### config.mk
export PLATFORM = sky130hd
export DESIGN_NAME = zz_rle_encoder
export DESIGN_NICKNAME = d
export VERILOG_FILES = /design/src/rtl/zz_rle_encoder.sv
export SDC_FILE = /design/constraint.sdc
export NUM_CORES = 1
export LEC_CHECK = 0
export BUFFER_PORTS_ARGS = -buffer_cell sky130_fd_sc_hd__buf_2
export CELL_PAD_IN_SITES_DETAIL_PLACEMENT = 1
export CELL_PAD_IN_SITES_GLOBAL_PLACEMENT = 2
export CORE_ASPECT_RATIO = 0.75
export CORE_UTILIZATION = 25
export CTS_BUF_LIST = sky130_fd_sc_hd__clkbuf_4 sky130_fd_sc_hd__clkbuf_8
export CTS_CLUSTER_SIZE = 30
export DETAILED_ROUTE_END_ITERATION = 6
export PLACE_DENSITY = 0.72
export REMOVE_ABC_BUFFERS = 1
export SLEW_MARGIN = 20
export SYNTH_ARGS = -nofsm -noshare
export SYNTH_HDL_FRONTEND = slang
export SYNTH_SLANG_ARGS = --single-unit
### constraint.sdc
create_clock -name i_clk -period 2.88 [get_ports i_clk]
set_input_delay 0.288 -clock i_clk [delete_from_list [all_inputs] [get_ports i_clk]]
set_output_delay 0.288 -clock i_clk [all_outputs]
set_load 0.005 [all_outputs]
### src/rtl/zz_rle_encoder.sv
// Run-length encoder for zig-zag ordered 8x8 blocks: JPEG (run,size,amp) symbols incl. ZRL/EOB.
// Optional feature: define RLE_DC_DIFF_EN to emit DC as difference from the previous block's DC.
module zz_rle_encoder #(
  parameter int BW = 8
) (
  input  logic            i_clk,
  input  logic            i_Reset,
  input  logic [8*BW-1:0] i_data,
  input  logic            i_valid,
  output logic            o_ready,
  output logic            o_valid,
  input  logic            i_ready,
  output logic [3:0]      o_run,
  output logic [3:0]      o_size,
  output logic [BW:0]     o_amp,
  output logic            o_dc,
  output logic            o_eob
);

  // state    | meaning
  // S_IDLE   | row buffer free, waiting for next row
  // S_SCAN   | walking lanes 7..0, one coefficient per cycle
  // S_ZRL    | emitting (15,0) while zero run >= 16
  // S_SYM    | emitting the nonzero AC symbol at the current lane
  // S_EOB    | emitting end-of-block after trailing zeros
  localparam logic [2:0] S_IDLE = 3'd0;
  localparam logic [2:0] S_SCAN = 3'd1;
  localparam logic [2:0] S_ZRL  = 3'd2;
  localparam logic [2:0] S_SYM  = 3'd3;
  localparam logic [2:0] S_EOB  = 3'd4;

  logic [2:0]      r_state;
  logic [2:0]      r_row;
  logic [2:0]      r_lane;
  logic [5:0]      r_zrun;
  logic [8*BW-1:0] r_buf;

  logic            r_valid;
  logic [3:0]      r_run;
  logic [3:0]      r_size;
  logic [BW:0]     r_amp;
  logic            r_dc;
  logic            r_eob;

  logic [2:0]        w_nxt_state;
  logic [2:0]        w_nxt_row;
  logic [2:0]        w_nxt_lane;
  logic [5:0]        w_nxt_zrun;
  logic [5:0]        w_zrun_adv;
  logic              w_advance;
  logic              w_load;
  logic [3:0]        w_ld_run;
  logic [3:0]        w_ld_size;
  logic [BW:0]       w_ld_amp;
  logic              w_ld_dc;
  logic              w_ld_eob;
  logic              w_accept;
  logic              w_out_free;
  logic              w_is_dc;
  logic [BW-1:0]     w_coef;
  logic signed [BW:0] w_coef_ext;
  logic signed [BW:0] w_dc_val;
  logic signed [BW:0] w_sym_val;
  logic [3:0]        w_sym_size;
  logic [BW:0]       w_sym_amp;

  function automatic logic [3:0] f_size(input logic signed [BW:0] v);
    logic [BW:0] mag;
    f_size = 4'd0;
    mag = v[BW] ? ($unsigned(~v) + {{BW{1'b0}}, 1'b1}) : $unsigned(v);
    for (int i = 0; i <= BW; i++) begin
      if (mag[i]) f_size = 4'(i + 1);
    end
  endfunction

  // Negative values use one's complement form: (v-1) truncated to size bits.
  function automatic logic [BW:0] f_amp(input logic signed [BW:0] v, input logic [3:0] sz);
    logic [BW:0] mask;
    logic [BW:0] vm1;
    mask = '0;
    for (int i = 0; i <= BW; i++) begin
      if (i < int'(sz)) mask[i] = 1'b1;
    end
    vm1 = $unsigned(v) - {{BW{1'b0}}, 1'b1};
    f_amp = v[BW] ? (vm1 & mask) : $unsigned(v);
  endfunction

  assign w_accept   = (r_state == S_IDLE) && i_valid;
  assign w_out_free = !r_valid || i_ready;
  assign w_is_dc    = (r_row == 3'd0) && (r_lane == 3'd7);
  assign w_coef     = r_buf[r_lane*BW +: BW];
  assign w_coef_ext = {w_coef[BW-1], w_coef};

`ifdef RLE_DC_DIFF_EN
  logic [BW-1:0] r_prev_dc;
  logic [BW-1:0] r_dc_pend;

  assign w_dc_val = w_coef_ext - $signed({r_prev_dc[BW-1], r_prev_dc});

  // Reference advances only once the DC symbol actually leaves the block.
  always_ff @(posedge i_clk or negedge i_Reset) begin
    if (!i_Reset) begin
      r_prev_dc <= '0;
      r_dc_pend <= '0;
    end else begin
      if (w_load && w_ld_dc) r_dc_pend <= w_coef;
      if (r_valid && i_ready && r_dc) r_prev_dc <= r_dc_pend;
    end
  end
`else
  assign w_dc_val = w_coef_ext;
`endif

  assign w_sym_val  = w_is_dc ? w_dc_val : w_coef_ext;
  assign w_sym_size = f_size(w_sym_val);
  assign w_sym_amp  = f_amp(w_sym_val, w_sym_size);

  always_comb begin
    w_nxt_state = r_state;
    w_nxt_row   = r_row;
    w_nxt_lane  = r_lane;
    w_nxt_zrun  = r_zrun;
    w_zrun_adv  = r_zrun;
    w_advance   = 1'b0;
    w_load      = 1'b0;
    w_ld_run    = 4'd0;
    w_ld_size   = 4'd0;
    w_ld_amp    = '0;
    w_ld_dc     = 1'b0;
    w_ld_eob    = 1'b0;
    case (r_state)
      S_IDLE: begin
        if (i_valid) begin
          w_nxt_lane  = 3'd7;
          w_nxt_state = S_SCAN;
        end
      end
      S_SCAN: begin
        if (w_is_dc) begin
          if (w_out_free) begin
            w_load     = 1'b1;
            w_ld_size  = w_sym_size;
            w_ld_amp   = w_sym_amp;
            w_ld_dc    = 1'b1;
            w_zrun_adv = 6'd0;
            w_advance  = 1'b1;
          end
        end else if (w_coef == '0) begin
          w_zrun_adv = r_zrun + 6'd1;
          w_advance  = 1'b1;
        end else begin
          w_nxt_state = (r_zrun >= 6'd16) ? S_ZRL : S_SYM;
        end
      end
      S_ZRL: begin
        if (w_out_free) begin
          w_load      = 1'b1;
          w_ld_run    = 4'd15;
          w_nxt_zrun  = r_zrun - 6'd16;
          w_nxt_state = (r_zrun >= 6'd32) ? S_ZRL : S_SYM;
        end
      end
      S_SYM: begin
        if (w_out_free) begin
          w_load     = 1'b1;
          w_ld_run   = r_zrun[3:0];
          w_ld_size  = w_sym_size;
          w_ld_amp   = w_sym_amp;
          w_zrun_adv = 6'd0;
          w_advance  = 1'b1;
        end
      end
      S_EOB: begin
        if (w_out_free) begin
          w_load      = 1'b1;
          w_ld_eob    = 1'b1;
          w_nxt_zrun  = 6'd0;
          w_nxt_row   = 3'd0;
          w_nxt_state = S_IDLE;
        end
      end
      default: w_nxt_state = S_IDLE;
    endcase

    // Lane 0 closes the row; only row 7 can owe an EOB for trailing zeros.
    if (w_advance) begin
      w_nxt_zrun = w_zrun_adv;
      if (r_lane == 3'd0) begin
        if (r_row == 3'd7) begin
          if (w_zrun_adv != 6'd0) begin
            w_nxt_state = S_EOB;
          end else begin
            w_nxt_state = S_IDLE;
            w_nxt_row   = 3'd0;
          end
        end else begin
          w_nxt_row   = r_row + 3'd1;
          w_nxt_state = S_IDLE;
        end
      end else begin
        w_nxt_lane  = r_lane - 3'd1;
        w_nxt_state = S_SCAN;
      end
    end
  end

  always_ff @(posedge i_clk or negedge i_Reset) begin
    if (!i_Reset) begin
      r_state <= S_IDLE;
      r_row   <= 3'd0;
      r_lane  <= 3'd7;
      r_zrun  <= 6'd0;
      r_buf   <= '0;
    end else begin
      r_state <= w_nxt_state;
      r_row   <= w_nxt_row;
      r_lane  <= w_nxt_lane;
      r_zrun  <= w_nxt_zrun;
      if (w_accept) r_buf <= i_data;
    end
  end

  always_ff @(posedge i_clk or negedge i_Reset) begin
    if (!i_Reset) begin
      r_valid <= 1'b0;
      r_run   <= 4'd0;
      r_size  <= 4'd0;
      r_amp   <= '0;
      r_dc    <= 1'b0;
      r_eob   <= 1'b0;
    end else if (w_load) begin
      r_valid <= 1'b1;
      r_run   <= w_ld_run;
      r_size  <= w_ld_size;
      r_amp   <= w_ld_amp;
      r_dc    <= w_ld_dc;
      r_eob   <= w_ld_eob;
    end else if (i_ready) begin
      r_valid <= 1'b0;
    end
  end

  assign o_ready = (r_state == S_IDLE);
  assign o_valid = r_valid;
  assign o_run   = r_run;
  assign o_size  = r_size;
  assign o_amp   = r_amp;
  assign o_dc    = r_dc;
  assign o_eob   = r_eob;

endmodule

Word-level counts from Yosys, hierarchy flattened
Cells that the tools add are included.
W data, S select, Z words.
- multiplexer cells: 68
- divide/modulo/power cells: 0
- reduce and logical (&&, ||, !) cells: 14
- add/sub/neg operators: 6
- $mul: 0
- order comparisons: 11
- bitwise logic cells: 2
- eq/ne operators: 12
- shifts and indexed selects: 1
- operators with widths (kind ; count):
    $shiftx A64 B7 Y8 ; 1
    $mux W3 ; 20
    $mux W4 ; 9
    $mux W9 ; 4
    $mux W6 ; 5
    $pmux W6 S2 ; 2
    $mux W1 ; 20
    $pmux W9 S2 ; 1
    $lt A3 B4 Y1 const A ; 4
    $pmux W4 S2 ; 2
    $pmux W3 S5 ; 1
    $ne A3 B3 Y1 const B ; 4
    $add A9 B1 Y9 const B ; 1
    $and A9 B9 Y9 ; 1
    $eq A3 B3 Y1 const B ; 3
    $logic_not A3 Y1 ; 3
    $not A8 Y9 ; 1
    $sub A8 B2 Y9 const B ; 1
    $logic_not A8 Y1 ; 1
    $lt A1 B4 Y1 const A ; 2
    $lt A2 B4 Y1 const A ; 2
    $add A6 B1 Y6 const B ; 1
    $eq A3 B2 Y1 const B ; 2
    $ge A6 B5 Y1 const B ; 1
    19 further kinds ; 22
- output and inout bits: 21
- memory bits (writable): 0
- bits in registers: 99
- memories: 0
- bits in latches: 0
- bits in read-only memories: 0

Longest topological paths before layout
Gate-level depths: netlist of the first run.
- depth after elaboration: 20
- mapped depth: 13
- mapped depth without buffers: 10

Worst setup path before layout of the first run
OpenSTA, ideal clock, no wires.
- path kind: reg2reg
- start point: reg r_lane[0]
- end point: reg r_row[0]
- cell stages (with the launch flop): 13
- data arrival time: 2.935 ns
- setup time: 0.076 ns
- clock period less this slack: 3.012 ns
- path buffers: 2
- path slack: -0.132 ns
- path through: dfstp_2 > buf_6 > mux4_2 > mux2i_2 > ha_1 > nand2_1 > a21oi_1 > nand4b_4 > nand2_2 > and3_1 > buf_4 > mux2_1 > o21ai_1
- cells in the longest elaborated chain, start to end: 10
- elaborated cells between the ends (all ways): 16
- those cells by class: eq/ne: 1; shift: 1; mux: 10; reduce/logical: 4
- ends and longest elaborated chain (element ; line ; source):
    start, declared ; 34 ; logic [2:0] r_lane;
    start signal, assigned ; 217 ; r_lane <= w_nxt_lane;
    $shiftx A64 B7 Y8 ; 91 ; assign w_coef = r_buf[r_lane*BW +: BW];
    $logic_not A8 Y1 ; 148 ; end else if (w_coef == '0) begin
    $mux W6 ; 148 ;
    $mux W6 ; 139 ; if (w_is_dc) begin
    $pmux W6 S2 ; 131 ; case (r_state)
    $reduce_bool A6 Y1 ; 190 ; if (w_zrun_adv != 6'd0) begin
    $mux W3 ; 190 ;
    $mux W3 ; 189 ; if (r_row == 3'd7) begin
    $mux W3 ; 188 ; if (r_lane == 3'd0) begin
    $mux W3 * ; 186 ; if (w_advance) begin
    net w_nxt_row[0] ; 46 ; logic [2:0] w_nxt_row;
    end signal, assigned ; 216 ; r_row <= w_nxt_row;
    end, declared ; 33 ; logic [2:0] r_row;
Mark *: on every way through the listed nets, which the timed path passes. The rest lies on a longest branch.
A chain may end at the register's enable or synchronous reset.

Final worst setup path of the first run
- start point: reg r_lane[1]
- end point: reg r_row[0]
Same word-level chain as after synthesis.

==> metrics.md, run 1 <==
| Metric | Value |
|---|---|
| Worst EP required | `3210 ps` |
| Status | `finished, violations left` |
| Element type at the critical path end | `flop` |
| Via density | `4.82` |
| Slowest-stage cell, CP | `dfstp_2` |
| DPL Wire Length | `12300 µm` |
| Vias | `4374` |
| First-pass GRT wire length | `26700 µm` |
| GR Util All Layers | `15.1%` |
| Synth top area cells | `dfrtp_1, mux2_2, mux4_2` |
| #FFs+latches synth | `99` |
| Reg2Reg Depth | `10` |
| Power density over the cells | `1410 mW/mm²` |
| Worst Hold Path EP | `r_buf[54]` |
| Layout cells sized above 1 | `46.6%` |
| Leak | `3.13 nW` |
| Worst r2r src | `r_lane[1]` |
| Failing checks | `negative setup slack` |
| Ant diodes | `0` |
| CTS buffer count | `9` |
| Avg Synthesized Cell Area | `11.3 µm²` |
| Slack of the critical path | `-24.4 ps` |
| Die Y | `131 µm` |
| Multiplexer area fraction after synthesis | `23.5%` |
| Yosys top cell area share | `43.6%` |
| H-tree Lvls | `3` |
| CP Data Arrival Time | `3230 ps` |
| Crit path from | `r_lane[1]` |
| Vias in the first global route | `4809` |
| Largest family of logic cells by synthesized area | `multiplexers` |
| Number of synthesized flops with an enable pin | `0` |
| Core Rows | `46` |
| Core Region | `0.0214 mm²` |
| Max-slew violations | `0` |
| Yosys warning count | `0` |
| NumNets Final | `694` |
| Num ports | `89` |
| DRT antenna net count | `0` |
| Synth Area in Compound Gates | `11.7%` |
| Setup CP Type | `flop to flop` |
| Crit path max fanout | `8` |
| Total iterations of the first detailed-routing run | `4` |
| Unrepaired setup endpoints after global routing | `yes` |
| Initial antenna violation count | `0` |
| Insertion delay to the later sink of the worst-skew pair | `400 ps` |
| Hold Crit Start | `i_data[54]` |
| Number of max-cap violations | `0` |
| Initial Util | `25.8%` |
| # DRC | `0` |
| Longest Clk Path Bufs | `2` |
| Synthesized-area fraction occupied by and/or/nand/nor cells | `12.6%` |
| Critical Path Max Stage Delay | `630 ps` |
| Setup Skew | `14.8 ps` |
| Starting DRT DRC Count | `151` |
| Fin crit period | `2900 ps` |
| Hold Vio Cnt, Final | `0` |
| Die Wd | `173 µm` |
| Die area | `0.0226 mm²` |
| Worst hold slack | `111 ps` |
| Largest net degree at the start of global routing | `68` |
| Tightest Pin Transition | `596 ps` |
| Worst-path clk slew | `110 ps` |
| Remaining global-route overflow | `0` |
| Critical Path, Cell by Cell | `buf_12 -> mux4_2 -> mux2_4 -> a41oi_4 -> buf_12 -> and4_4 -> mux2_4 -> nand4_4 -> o21ai_4 -> o21ai_1` |
| Cell accounting for the most synthesized area | `dfrtp_1` |
| Hold crit path type | `input port to flop` |
| Avg WL per Cell | `17.8 µm` |
| RD Place Congestion | `0.838` |
| Yosys cell types | `68` |
| # port buffers | `88` |
| CTS root buf | `clkbuf_8` |
| Post-Synth Adder-Cell Area | `2.50%` |
| Post-synth ARST share | `100%` |
| Syn-to-layout area delta | `29.2%` |
| Fillcell total | `2382` |
| Synth Instances | `487` |
| Slew margin rel. | `60.3%` |
| Pre-CTS setup slack | `-161 ps` |
| Post-Synth XOR/XNOR Area | `0.477%` |
| Sequential share of the synthesized area | `45.0%` |
| Primary FF master, synth | `dfrtp_1` |
| Post-route cell area | `0.00712 mm²` |
| CTS tree | `yes` |
| Area after DPL | `0.00648 mm²` |
| Worst Setup Start Kind | `flop` |
| Fmax | `0.344 GHz` |
| R2r setup slk | `-20 ps` |
| Synth cell count leaders | `dfrtp_1, mux2_2, nand2_1, nor2_1, a21oi_1` |
| R2R Path End | `r_row[0]` |
| Most frequent cell after synthesis | `dfrtp_1` |
| Post-Syn Area | `0.00551 mm²` |
| Final setup violation count | `3` |
| Clock sink count | `99` |
| Worst vdd ir | `0.580 mV` |
| WHS Path Cells | `2` |
| Final worst-path cycle share | `101%` |
| WL final | `16100 µm` |
## sequential cells by signal (all words and copies together) (netlist names)
name	cells
o_amp	9
o_dc	1
o_eob	1
o_run	4
o_size	4
o_valid	1
r_buf	64
r_lane	3
r_row	3
r_state	3
r_zrun	6
## cells by family (layout without fill, tap and decap cells)
| group | after synthesis | count (layout) |
|---|---|---|
| and+or+nand+nor | 134 | 134 |
| xor gates and xnor gates | 3 | 3 |
| DFF | 99 | 99 |
| AOI/OAI and AO/OA | 91 | 91 |
| buffers and inverters | 46 | 179 |
| adders and majority gates | 11 | 11 |
| muxes | 103 | 103 |
## repair_timing
item                       in CTS  in global routing
hold buffers                    1                  0
pin swaps                       6                  9
setup buffers                   4                 13
hold endpoints to repair       41                  0
setup endpoints to repair      14                 18
cloned                          0                  1
resized for setup              17                 26
## through the flow
step / util, % / power, mW / setup TNS (ps) / cells
after floorplan: - / 6.04 / -6940 / 457
after global placement: 30.4 / 7.89 / -177 / 873
after detailed placement: 30.4 / 8.13 / -674 / 873
after CTS: 32.1 / 9.48 / -119 / 894
after global routing: 33.3 / 10.8 / -903 / 908
final: 33.3 / 10.0 / -61.3 / 908
## where the power goes
part           total (mW)  internal (mW)  switching (mW)
sequential           2.55           2.07           0.483
combinational        6.44           3.16            3.27
clock                1.05          0.504           0.545
total                10.0           5.73            4.30
## worst max-delay path by stage
stage / endpoint / cells after the start
6_report: r_row[0] / 10
5_1_grt: r_state[2] / 12
4_1_cts: r_state[2] / 11
3_5_place_dp: r_state[2] / 11
3_3_place_gp: r_state[2] / 11
2_1_floorplan: r_row[0] / 10
## layout make-up
class                           instances  area, µm²  area share (%)
Tap cell                              288        360            5.06
Multi-Input combinational cell        342       2980            41.8
Timing Repair Buffer                  147       1010            14.2
Sequential cell                        99       2480            34.9
Inverter                               16       60.1           0.844
Clock inverter                          7        106            1.49
Clock buffer                            9        124            1.74
## metal layers
layer  part of all wire (%)  global-route usage (%)  vias up
li1                       -                       -     2043
met1                     48                    20.2     2247
met2                     48                    24.8       71
met3                    3.8                    3.47       13
met4                    1.1                    3.85        0
met5                      0                       0        -
## placed cells by master, fill, tap and decap left out, drive strengths merged, types with 2 or more instances in the layout
cell / Yosys / final
dfrtp: 96 / 96
a22o: 6 / 6
and3: 4 / 4
clkinvlp: 0 / 2
or3: 2 / 2
nand4b: 2 / 2
and2: 8 / 8
a31oi: 4 / 4
mux2: 73 / 73
a21oi: 23 / 23
o2bb2ai: 2 / 2
mux4: 11 / 11
a32oi: 2 / 2
o211ai: 5 / 5
clkinv: 2 / 2
ha: 11 / 11
nor2: 24 / 24
a22oi: 7 / 7
clkbuf: 13 / 10
a211oi: 2 / 2
nand2b: 4 / 4
a41oi: 2 / 2
o21ai: 21 / 21
nor3: 11 / 11
o41ai: 2 / 2
nand4: 11 / 11
nand2: 40 / 40
nand3: 14 / 14
nor2b: 8 / 8
bufinv: 0 / 2
mux2i: 19 / 19
or2: 2 / 2
o22ai: 4 / 4
inv: 14 / 17
xnor2: 3 / 3
buf: 17 / 145
dfstp: 3 / 3
## worst max-delay path, delay by kind of cell (launching register included)
family	cells	cell delay, ps
compound gates	3	450
flops	1	630
simple gates	2	330
mux	3	1160
buf+inv	2	290
Note: power is estimated with default switching activity, not from simulation.
==> run 2, diff against run 1 <==
TNS_END_PERCENT = 50   (was unset)
==> run 2 against run 1 <==
The flow still finishes with violations (negative setup slack). Sequential cell count unchanged. First-iteration DRC count up 19%. Largest power group unchanged. Cell count down 1.1%. Via count down 1.6%. Critical path depth unchanged. Global-route usage unchanged. Clock skew about the same. Power down 2.9%. Highest routed layer unchanged. Sequential share of layout area up 0.66 points. Die area unchanged.
==> metrics.md, run 2 (synthesis gave the netlist of run 1 again) <==
| Metric | Value |
|---|---|
| Core Region | `0.0214 mm² (unchanged)` |
| # DRC | `0 (unchanged)` |
| Initial Util | `25.8% (unchanged)` |
| Number of max-cap violations | `0 (unchanged)` |
| Element type at the critical path end | `flop` |
| NumNets Final | `684 (-1.4%)` |
| Max reg flops | `64 (unchanged)` |
| Layout cells sized above 1 | `45.1% (-1.5 points)` |
| Tightest Pin Transition | `600 ps (+4.09 ps)` |
| Hold Vio Cnt, Final | `0 (unchanged)` |
| Setup TNS | `-57.9 ps (+3.40 ps)` |
| Largest net degree at the start of global routing | `68 (unchanged)` |
| Global-route layer with the greatest usage | `met2` |
| First-pass GRT wire length | `26700 µm (unchanged)` |
| RD Place Congestion | `0.838 (unchanged)` |
| Final worst-path cycle share | `101% (about the same)` |
| Non-filler cells, final | `898 (-1.1%)` |
| Fmax | `0.344 GHz (about the same)` |
| CTS root buf | `clkbuf_8` |
| Initial antenna violation count | `0 (unchanged)` |
| Worst-path clk slew | `110 ps (about the same)` |
| Total iterations of the first detailed-routing run | `4 (unchanged)` |
| Worst EP required | `3200 ps (about the same)` |
| Power density over the cells | `1390 mW/mm² (-1.1%)` |
| Hold crit path type | `input port to flop` |
| Insertion delay to the later sink of the worst-skew pair | `400 ps (about the same)` |
| Starting DRT DRC Count | `179 (+19%)` |
| DPL Wire Length | `12300 µm (unchanged)` |
| Slew margin rel. | `60.0% (-0.27 points)` |
| Die area | `0.0226 mm² (unchanged)` |
| Num ports | `89 (unchanged)` |
| Vias in the first global route | `4809 (unchanged)` |
| GR Util All Layers | `15.1% (unchanged)` |
| Status | `finished, violations left` |
| Ant diodes | `0 (unchanged)` |
| CTS tree | `yes` |
| Worst Setup Start Kind | `flop` |
| Failing checks | `negative setup slack` |
| WL final | `16000 µm (-0.98%)` |
| Most common cell after layout, fill and taps aside | `dfrtp_1` |
| Area after DPL | `0.00648 mm² (unchanged)` |
| Clock share of power | `10.8% (+0.3 points)` |
| Crit path max fanout | `8 (unchanged)` |
| Die Y | `131 µm (unchanged)` |
| Total Power | `9.74 mW (-2.9%)` |
| Final setup violation count | `3 (unchanged)` |
| Vias | `4304 (-1.6%)` |
| Longest Clk Path Bufs | `2 (unchanged)` |
| Global Route met3 Usage | `3.47% (unchanged)` |
| Net Sw Power | `4.22 mW (-1.8%)` |
| Syn-to-layout area delta | `26.8%` |
| Setup CP Type | `flop to flop` |
| Worst hold slack | `114 ps (+2.99 ps)` |
| Part of the power in registers | `26.2% (+0.8 points)` |
| CP Data Arrival Time | `3220 ps (about the same)` |
| Largest register by flop count | `r_buf` |
| Max-slew violations | `0 (unchanged)` |
| DRT antenna net count | `0 (unchanged)` |
| Unrepaired setup endpoints after global routing | `yes` |
| Leak | `3.07 nW (-2.1%)` |
| Switching Share | `43.3% (+0.47 points)` |
| Post-route cell area | `0.00698 mm² (-1.8%)` |
| Gate power share | `63.0% (-1.1 points)` |
| Global Route met2 Usage | `24.8% (unchanged)` |
| Die Wd | `173 µm (unchanged)` |
| Post-layout util | `32.7% (-0.62 points)` |
| Pre-CTS setup slack | `-161 ps (unchanged)` |
| DP Cell Count | `873 (unchanged)` |
| Slack of the critical path | `-24.3 ps (+0.122 ps)` |
| # port buffers | `88 (unchanged)` |
| Met1 usage | `20.2% (unchanged)` |
| Avg WL per Cell | `17.8 µm (+0.12%)` |
| Fin crit period | `2900 ps (-0.122 ps)` |
| Setup Skew | `14.4 ps (-0.433 ps)` |
| Most frequent cells in the layout | `dfrtp_1, buf_2, mux2_2, buf_4, nand2_1` |
| H-tree Lvls | `3 (unchanged)` |
| Int Pwr | `5.52 mW (-3.7%)` |
| CTS buffer count | `9 (unchanged)` |
| Core Rows | `46 (unchanged)` |
| Via density | `4.79 (-0.50%)` |
| Worst vdd ir | `0.582 mV (+0.33%)` |
| Clock sink count | `99 (unchanged)` |
| Remaining global-route overflow | `0 (unchanged)` |
==> run 2: worst max-delay path, cell delays in order, from the launching register on <==
cell and delay [ps]:
dfstp_2 630, buf_12 130, mux4_2 520, mux2_4 320, a41oi_4 210, buf_12 160, and4_4 220, mux2_4 320
nand4_4 110, o21ai_4 80, o22ai_2 150
==> run 2: final cells by class <==
| class | instances | area (µm²) |
|---|---|---|
| inverters | 16 | 60.1 |
| well taps | 288 | 360 |
| clock inverters | 7 | 106 |
| repair buffers | 137 | 895 |
| clock buffers | 9 | 124 |
| multi-input cells | 342 | 2960 |
| flip-flops and latches | 99 | 2480 |
| fillers | 2400 | 14400 |
==> run 2: worst paths after layout <==
kind	slack, ps	endpoint	start	cells after the start
hold reg to reg	470	o_run[0]	o_run[0]	2
setup reg to reg	-20	r_state[2]	r_lane[1]	10
setup / recovery	-20	r_state[2]	r_lane[1]	10
max in group asynchronous	1650	r_lane[2]	i_Reset	3
min in group asynchronous	430	r_buf[43]	i_Reset	2
hold / removal	110	r_buf[54]	i_data[54]	2
==> run 2: routing by layer <==
layer	share of wire, %	vias up	wire, µm
li1	-	2029	-
met1	49	2188	7760
met2	47	72	7490
met3	3.4	15	550
met4	1.2	0	188
met5	0	-	0
==> run 2: timing repair <==
action | 4_1_cts | 5_1_grt
gates resized for setup | 17 | 20
pin swaps | 6 | 9
endpoints found under the hold margin | 41 | 0
hold buffers | 1 | 0
buffers inserted | 4 | 4
endpoints found under the setup margin | 14 | 18
==> run 2: power groups by stage <==
stage / Combinational (mW) / Clock [mW] / Sequential [mW]
3_3_place_gp: 5.35 / 0 / 2.55
5_1_grt: 6.74 / 1.14 / 2.65
3_5_place_dp: 5.53 / 0 / 2.60
6_report: 6.14 / 1.05 / 2.55
2_1_floorplan: 3.56 / 0 / 2.48
4_1_cts: 5.82 / 1.09 / 2.56
